$ cat config.mk
export PLATFORM = sky130hd
export DESIGN_NAME = sap_div8
export DESIGN_NICKNAME = d
export VERILOG_FILES = /design/src/rtl/sap_div8.sv
export SDC_FILE = /design/constraint.sdc
export NUM_CORES = 1
export LEC_CHECK = 0
export BUFFER_PORTS_ARGS = -buffer_cell sky130_fd_sc_hd__clkbuf_2
export CORE_UTILIZATION = 56
export DETAILED_ROUTE_END_ITERATION = 8
export PLACE_DENSITY = 0.82
export SETUP_SLACK_MARGIN = 0.15
export SLEW_MARGIN = 5
export SYNTH_ARGS = -nofsm -noshare
export SYNTH_HDL_FRONTEND = slang
export SYNTH_SLANG_ARGS = --single-unit
$ cat constraint.sdc
create_clock -name clk -period 3.1 [get_ports clk]
set_input_delay 0.155 -clock clk [delete_from_list [all_inputs] [get_ports clk]]
set_output_delay 0.155 -clock clk [all_outputs]
set_load 0.02 [all_outputs]
$ cat src/rtl/sap_div8.sv
// Sequential restoring divider: one quotient bit per cycle, MSB first, with a
// nibble-sliced carry-lookahead subtractor for the trial step.
module sap_div8 #(
    parameter int unsigned WIDTH = 8
) (
    input  logic             clk,
    input  logic             rst,
    input  logic             start,
    input  logic [WIDTH-1:0] dividend,
    input  logic [WIDTH-1:0] divisor,
    output logic             busy,
    output logic             done,
    output logic [WIDTH-1:0] quotient,
    output logic [WIDTH-1:0] remainder,
    output logic             div_by_zero
);

    localparam int unsigned NIB   = WIDTH / 4;
    localparam int unsigned CNT_W = (WIDTH > 2) ? $clog2(WIDTH) : 1;

    typedef enum logic [1:0] {
        IDLE = 2'd0,
        CALC = 2'd1,
        DONE = 2'd2
    } state_t;

    state_t             state_q, state_d;
    logic [WIDTH-1:0]   dvd_q, dvd_d;
    logic [WIDTH-1:0]   dvs_q, dvs_d;
    logic [WIDTH-1:0]   rem_q, rem_d;
    logic [WIDTH-1:0]   acc_q, acc_d;
    logic [CNT_W-1:0]   cnt_q, cnt_d;
    logic               busy_q, busy_d;
    logic               done_q, done_d;
    logic [WIDTH-1:0]   quotient_q, quotient_d;
    logic [WIDTH-1:0]   remainder_q, remainder_d;
    logic               dbz_q, dbz_d;

    logic [WIDTH:0]     shifted;
    logic [WIDTH-1:0]   diff;
    logic               no_borrow;
    logic [WIDTH-1:0]   rem_next;
    logic [WIDTH-1:0]   acc_next;

    // 4-bit carry-lookahead adder slice, returns {carry_out, sum}
    function automatic logic [4:0] cla4(input logic [3:0] a, input logic [3:0] b,
                                        input logic ci);
        logic [3:0] g;
        logic [3:0] p;
        logic [4:0] c;
        g    = a & b;
        p    = a ^ b;
        c[0] = ci;
        c[1] = g[0] | (p[0] & ci);
        c[2] = g[1] | (p[1] & g[0]) | (p[1] & p[0] & ci);
        c[3] = g[2] | (p[2] & g[1]) | (p[2] & p[1] & g[0]) | (p[2] & p[1] & p[0] & ci);
        c[4] = g[3] | (p[3] & g[2]) | (p[3] & p[2] & g[1]) | (p[3] & p[2] & p[1] & g[0])
             | (p[3] & p[2] & p[1] & p[0] & ci);
        return {c[4], p ^ c[3:0]};
    endfunction

    // Trial subtract: shifted + ~{0,divisor} + 1; the top bit of ~{0,divisor} is 1,
    // so the final carry is shifted[WIDTH] | nibble-chain carry.
    always_comb begin
        logic [4:0] nib;
        logic       carry;
        nib     = '0;
        carry   = 1'b1;
        diff    = '0;
        shifted = {rem_q, dvd_q[WIDTH-1]};
        for (int i = 0; i < int'(NIB); i++) begin
            nib              = cla4(shifted[4*i +: 4], ~dvs_q[4*i +: 4], carry);
            diff[4*i +: 4]   = nib[3:0];
            carry            = nib[4];
        end
        no_borrow = shifted[WIDTH] | carry;
        rem_next  = no_borrow ? diff : shifted[WIDTH-1:0];
        acc_next  = {acc_q[WIDTH-2:0], no_borrow};
    end

    // Next-state and register-input logic
    always_comb begin
        state_d     = state_q;
        dvd_d       = dvd_q;
        dvs_d       = dvs_q;
        rem_d       = rem_q;
        acc_d       = acc_q;
        cnt_d       = cnt_q;
        busy_d      = 1'b0;
        done_d      = 1'b0;
        quotient_d  = quotient_q;
        remainder_d = remainder_q;
        dbz_d       = dbz_q;

        unique case (state_q)
            IDLE: begin
                if (start) begin
                    dvd_d = dividend;
                    dvs_d = divisor;
                    rem_d = '0;
                    acc_d = '0;
                    cnt_d = '0;
                    if (divisor == '0) begin
                        state_d     = DONE;
                        done_d      = 1'b1;
                        quotient_d  = '1;
                        remainder_d = dividend;
                        dbz_d       = 1'b1;
                    end else begin
                        state_d = CALC;
                        busy_d  = 1'b1;
                    end
                end
            end
            CALC: begin
                busy_d = 1'b1;
                dvd_d  = {dvd_q[WIDTH-2:0], 1'b0};
                rem_d  = rem_next;
                acc_d  = acc_next;
                cnt_d  = cnt_q + CNT_W'(1);
                if (cnt_q == CNT_W'(WIDTH - 1)) begin
                    state_d     = DONE;
                    busy_d      = 1'b0;
                    done_d      = 1'b1;
                    quotient_d  = acc_next;
                    remainder_d = rem_next;
                    dbz_d       = 1'b0;
                end
            end
            DONE: begin
                state_d = IDLE;
            end
            default: begin
                state_d = IDLE;
            end
        endcase
    end

    always_ff @(posedge clk) begin
        if (rst) begin
            state_q     <= IDLE;
            dvd_q       <= '0;
            dvs_q       <= '0;
            rem_q       <= '0;
            acc_q       <= '0;
            cnt_q       <= '0;
            busy_q      <= 1'b0;
            done_q      <= 1'b0;
            quotient_q  <= '0;
            remainder_q <= '0;
            dbz_q       <= 1'b0;
        end else begin
            state_q     <= state_d;
            dvd_q       <= dvd_d;
            dvs_q       <= dvs_d;
            rem_q       <= rem_d;
            acc_q       <= acc_d;
            cnt_q       <= cnt_d;
            busy_q      <= busy_d;
            done_q      <= done_d;
            quotient_q  <= quotient_d;
            remainder_q <= remainder_d;
            dbz_q       <= dbz_d;
        end
    end

    assign busy        = busy_q;
    assign done        = done_q;
    assign quotient    = quotient_q;
    assign remainder   = remainder_q;
    assign div_by_zero = dbz_q;

endmodule
==> out/results.txt, run 1 <==
area occupied by multi-input gates = 0.00136 mm2
RSZ-0062 raised after global routing = no
Worst Path Buf+Inv = 1
Post-Synthesis Cells = 313
kind of critical path = flip-flop to flip-flop
DP HPWL = 4220 um
Critical Path AT = 2.67 ns
CP max-delay cell = o211a_1
Final period util = 79.2%
outcome = complete, no violations
Sum Neg Setup Slack = 0 ns
final std cell area, no fill = 0.00291 mm2
Critical Path Sink Type = flip-flop
total vias in the final route = 2297
WL/cell = 14.3 um
# hold bufs at CTS = 0
max_slew headroom = 44.7%
DR iter-0 viols = 139
Synth Warn # = 0
CP max stage delay = 0.43 ns
CTS Buffer Depth = 2
leading area contributor after synthesis = dfxtp_1
Storage cell area = 0.00110 mm2
setup repair bufs after CTS = 0
sequential area share after synthesis = 42.2%
final core utilization = 65.8%
Total GRT Usage = 24.4%
Pins Over Slew Limit = 0
Critical Path Start Type = flip-flop
Int Power = 0.00105 W
Final ANT Viol Nets = 0
IO buf count = 37
drt pass-1 iters = 4
post-synthesis register bit count = 55
first-pass GRT wire length = 9800 um
Critical Path Fanout Max = 9
Worst Path Required = 3.31 ns
FMAX = 407 MHz
Site Rows = 24
P&R area growth vs syn = 11.3%
vias in the first global route = 2115
number of distinct library cells after synthesis = 50
CTS clk-pin slew, worst paths = 0.10 ns
final period demand of the worst path = 2.46 ns
Routed WL = 5690 um
Power Density = 530 mW/mm2
layout cells sized above 1 = 17.7%
CTS Buf Count = 5
Layout fillers = 393
Inserted Diodes = 0
most frequent cells in the layout = dfxtp_1, nand2_1, nor2_1
clock power share = 25.7%
Top delay family on crit path = compound AO/OA/AOI/OAI gates
CTS Sinks = 55
placed cell area = 0.00281 mm2
switch share = 31.6%
Syn Area/Cell = 8.34 um2
CTS tree = done
Hold Crit Class = input pin to flip-flop
RD Place Congestion = 0.853
H-tree depth = 2
overall power = 0.00154 W
vias per inst = 5.79
max capacitance violation total = 0
Initial Utilization = 59.2%
Mapped Area = 0.00261 mm2
Synth top area share = 42.2%
DRC = 0
Die Height = 70.3 um
Sequential Power Share = 49.6%
clock root cell = clkbuf_8
largest net degree at the start of global routing = 29
Final Hold Fails = 0
nets@finish = 375
worst clock skew = 0.00961 ns
Max IR drop VDD = 454 uV
Setup Viol. Count Final = 0
Psw = 0.000486 W
synth top area cells = dfxtp_1, nand2_1, nor2_1
Die Footprint = 0.00494 mm2
most common cell after layout, fill and taps aside = dfxtp_1
CP cell instances = inv_1 -> ha_1 -> o21a_1 -> o22ai_4 -> o211a_1 -> mux2_1 -> a211oi_1
Pleak = 1.15 nW
Slew @ Worst Pin = 0.821 ns
initial antenna violation count = 0
post-synth net total = 344
I/O pins = 38
Skew-Pair Late Insertion Delay = 0.30 ns
Post-CTS Resized = 0
die width = 70.3 um
gr ovfl total = 0
core area = 0.00441 mm2
logic gate share of total power = 24.6%
## metrics by stage
stage	hold WS (ns)	std cells	setup slack (ns)
2_1_floorplan	0.291	313	0.931
3_3_place_gp	0.393	389	0.771
3_5_place_dp	0.398	389	0.673
4_1_cts	0.0767	397	0.663
5_1_grt	0.0766	397	0.505
6_report	0.0750	397	0.643
## state kept, by name, indices dropped and copies added (netlist names)
signal / cells
acc_q: 7
busy: 1
cnt_q: 3
div_by_zero: 1
done: 1
dvd_q: 8
dvs_q: 8
quotient: 8
rem_q: 8
remainder: 8
state_q: 2
## per-layer routing
layer  part of all wire, %  vias up  GRT usage, %
li1                      -     1162             -
met5                     0        -             0
met4                  0.97        0          6.00
met2                    48       68          38.7
met1                    47     1061          34.1
met3                   4.6        6          4.47
## Yosys cell counts, drive strengths merged
cell and count:
a211oi 10, nor3 16, o22a 1, clkinv 2
a32o 2, nor2 41, or3b 1, nand2 46
o21ai 10, nand2b 1, ha 11, inv 17
a21o 2, fa 1, o21a 3, xor2 1
mux2 3, dfxtp 55, or4 3, o31ai 3
mux2i 3, clkbuf 13, nand4 1, o211ai 1
nor4 1, or2 1, and3 2, xnor2 3
a221oi 6, nand3 2, o211a 1, nor2b 1
buf 4, a21oi 27, a32oi 1, or3 2
o22ai 8, nand3b 1, o31a 2, a22oi 4
## worst paths after layout
kind	start	end	slack, ns	cells past startpoint
max	dvd_q[7]$_SDFFE_PP0P_	rem_q[2]$_SDFFE_PP0P_	0.64	7
min	divisor[1]	dvs_q[1]$_SDFFE_PP0P_	0.08	3
max reg2reg	dvd_q[7]$_SDFFE_PP0P_	rem_q[2]$_SDFFE_PP0P_	0.64	7
min reg2reg	dvs_q[7]$_SDFFE_PP0P_	dvs_q[7]$_SDFFE_PP0P_	0.46	2
## cell families (layout without fill, tap and decap cells)
group / after synthesis / count (layout) / share of synthesized area [%]
simple gates: 119 / 119 / 20.2
compound gates: 81 / 81 / 22.1
flops: 55 / 55 / 42.2
buf+inv: 36 / 68 / 5.70
fa+ha+maj: 12 / 12 / 6.04
mux: 6 / 6 / 2.44
xor+xnor: 4 / 4 / 1.34
## area by class of cell
class	count	share of cell area [%]
timing repair buffer	41	7.41
clock buffer	5	2.37
multi-input combinational	222	46.9
inverter	19	2.45
tap	52	2.24
clock inverter	3	0.775
sequential	55	37.9
## power groups by stage
| stage | Combinational, W | Sequential [W] | Clock (W) |
|---|---|---|---|
| 6_report | 0.000379 | 0.000764 | 0.000396 |
| 5_1_grt | 0.000418 | 0.000769 | 0.000436 |
| 4_1_cts | 0.000377 | 0.000764 | 0.000405 |
| 3_5_place_dp | 0.000375 | 0.000780 | 0 |
| 3_3_place_gp | 0.000369 | 0.000779 | 0 |
| 2_1_floorplan | 0.000302 | 0.000774 | 0 |
## worst register-to-register path, cell delays in order (launching register included)
cell,delay (ns)
dfxtp_1,0.37
inv_1,0.09
ha_1,0.33
o21a_1,0.25
o22ai_4,0.27
o211a_1,0.43
mux2_1,0.39
a211oi_1,0.24
Power figures use the tool's default switching activity.
==> run 2: changes to the inputs <==
--- a/config.mk
+++ b/config.mk
@@ -6,9 +6,9 @@
 export NUM_CORES = 1
 export LEC_CHECK = 0
 export BUFFER_PORTS_ARGS = -buffer_cell sky130_fd_sc_hd__clkbuf_2
-export CORE_UTILIZATION = 56
+export CORE_UTILIZATION = 51
 export DETAILED_ROUTE_END_ITERATION = 8
-export PLACE_DENSITY = 0.82
+export PLACE_DENSITY = 0.79
 export SETUP_SLACK_MARGIN = 0.15
 export SLEW_MARGIN = 5
 export SYNTH_ARGS = -nofsm -noshare
==> constraint.sdc (replaced) <==
create_clock -name clk -period 2.1 [get_ports clk]
set_input_delay 0.105 -clock clk [delete_from_list [all_inputs] [get_ports clk]]
set_output_delay 0.105 -clock clk [all_outputs]
set_load 0.02 [all_outputs]
==> run 2 against run 1 <==
Net effect:
- the run now ends with setup timing left
- count of clock-buffer cells in the layout unchanged
- total power up 68%
- die area up 9.5%
- utilization up 2.4 points
- sequential power up 49%
- flip-flop and latch count unchanged
- register-to-register slack worse by 0.69 ns
- clock power up 52%
- highest routed layer unchanged
==> out/results.txt, run 2 (synthesis gave the netlist of run 1 again) <==
kind of critical path = flip-flop to flip-flop
I/O pins = 38 (unchanged)
Critical Path Sink Type = flip-flop
DRC = 0 (unchanged)
Sum Neg Setup Slack = -0.176 ns (-0.176 ns)
nets@finish = 400 (+6.7%)
Total GRT Usage = 25.8% (+1.5 points)
Critical Path AT = 2.38 ns (-0.29 ns)
Worst Path Required = 2.34 ns (-0.97 ns)
final core utilization = 68.2% (+2.4 points)
clock power share = 23.3% (-2.4 points)
met3 wire len = 473 um (+81%)
CTS Buffer Depth = 2 (unchanged)
Max IR drop VDD = 347 uV (-24%)
Hold Crit Class = input pin to flip-flop
Critical Path Start Type = flip-flop
Routed WL = 6910 um (+21%)
max capacitance violation total = 0 (unchanged)
vias per inst = 5.75 (-0.65%)
metal2 WL = 3360 um (+23%)
post-layout worst setup margin = -0.0436 ns (-0.687 ns)
Pins Over Slew Limit = 0 (unchanged)
gr ovfl total = 0 (unchanged)
Final Hold Fails = 0 (unchanged)
initial antenna violation count = 0 (unchanged)
Setup Viol. Count Final = 5 (+5)
Initial Utilization = 54.2% (-4.9 points)
DP HPWL = 4780 um (+13%)
clock root cell = clkbuf_8
Die Footprint = 0.00541 mm2 (+9.5%)
total vias in the final route = 2512 (+9.4%)
IO buf count = 37 (unchanged)
vias in the first global route = 2286 (+8.1%)
Pleak = 1.30 nW (+13%)
most common cell after layout, fill and taps aside = dfxtp_1
drt pass-1 iters = 4 (unchanged)
Power Density = 786 mW/mm2 (+48%)
max_slew headroom = 45.1% (+0.46 points)
Psw = 0.000845 W (+74%)
# hold bufs at CTS = 0 (unchanged)
core area = 0.00482 mm2 (+9.1%)
Skew-Pair Late Insertion Delay = 0.32 ns (+0.02 ns)
Final ANT Viol Nets = 0 (unchanged)
CTS Buf Count = 5 (unchanged)
CTS tree = done
DR iter-0 viols = 199 (+43%)
Critical Path Fanout Max = 4 (-5)
P&R area growth vs syn = 25.8%
logic gate share of total power = 32.7% (+8.1 points)
most frequent cells in the layout = dfxtp_1, nand2_1, nor2_1
first-pass GRT wire length = 10700 um (+9.4%)
hold slack final = 0.0171 ns (-0.0579 ns)
RD Place Congestion = 0.922 (+8.1%)
die width = 73.6 um (+4.7%)
Inserted Diodes = 0 (unchanged)
Die Height = 73.6 um (+4.7%)
Int Power = 0.00174 W (+65%)
Site Rows = 25 (+4.2%)
M1 WL = 2930 um (+11%)
final period demand of the worst path = 2.14 ns (-0.313 ns)
CTS clk-pin slew, worst paths = 0.09 ns (about the same)
layout cells sized above 1 = 31.9% (+14 points)
H-tree depth = 2 (unchanged)
violated checks = setup timing
switch share = 32.7% (+1.1 points)
FMAX = 467 MHz (+15%)
RSZ-0062 raised after global routing = yes
Sequential Power Share = 44.0% (-5.6 points)
WL/cell = 15.8 um (+10%)
largest net degree at the start of global routing = 24 (-17%)
worst clock skew = 0.0166 ns (+0.00694 ns)
Slew @ Worst Pin = 0.815 ns (-0.00686 ns)
Final period util = 102% (+23 points)
CTS Sinks = 55 (unchanged)
DR top layer = met4
outcome = finished with violations
[run 2: changes by cell type in the layout (fill, tap and decap cells not counted), sizes merged]
cell | before | now
buf | 4 | 29
[run 2: layout make-up]
class	count	area, um2
sequential	55	1110
timing repair buffer	66	403
fill	395	1530
tap	67	83.8
multi-input combinational	222	1520
clock buffer	5	68.8
clock inverter	3	22.5
inverter	19	73.8
[run 2: final timing paths]
check | startpoint | to | slack (ns) | cells after the start
setup / recovery | dvs_q[2]$_SDFFE_PP0P_ | remainder[5]$_SDFFE_PP0P_ | -0.04 | 9
hold / removal | divisor[2] | dvs_q[2]$_SDFFE_PP0P_ | 0.02 | 3
setup reg to reg | dvs_q[2]$_SDFFE_PP0P_ | remainder[5]$_SDFFE_PP0P_ | -0.04 | 9
hold reg to reg | dvs_q[6]$_SDFFE_PP0P_ | dvs_q[6]$_SDFFE_PP0P_ | 0.46 | 2
[run 2: metal layers]
metal  vias up  track usage (%)
met5         -                0
met4         0             8.12
met3        18             4.53
met2       112             43.4
met1      1178             33.6
li1       1204                -
[run 2: per-stage QoR]
stage          cells  cell area, um2  setup slack [ns]  total power (W)
4_1_cts          434            3200           0.00568          0.00246
2_1_floorplan    313            2700            0.0391          0.00164
5_1_grt          437            3280            -0.111          0.00269
3_5_place_dp     426            3080          -0.00869          0.00184
6_report         437            3280           -0.0436          0.00258
3_3_place_gp     426            3080            0.0524          0.00183
[run 2: worst max-delay path, cell delays in order (launching register included)]
cell      delay [ns]
dfxtp_2         0.34
inv_2           0.04
ha_4            0.15
or3_4           0.39
o22ai_4         0.22
fa_2            0.27
xnor2_2         0.12
nand2_1         0.07
mux2_4          0.28
a211oi_2        0.17
[run 2: power groups by stage]
stage	registers [W]	clock network, W	logic [W]
final	0.00114	0.000601	0.000845
after global routing	0.00114	0.000653	0.000894
after CTS	0.00113	0.000609	0.000717
after detailed placement	0.00115	0	0.000690
after global placement	0.00115	0	0.000676
after floorplan	0.00115	0	0.000490
[run 2: timing repair]
item                                    CTS  global route
resized for setup                         7            13
buffers inserted                          0             3
pin swaps                                 1             7
cloned                                    0             0
endpoints found under the setup margin   18            19
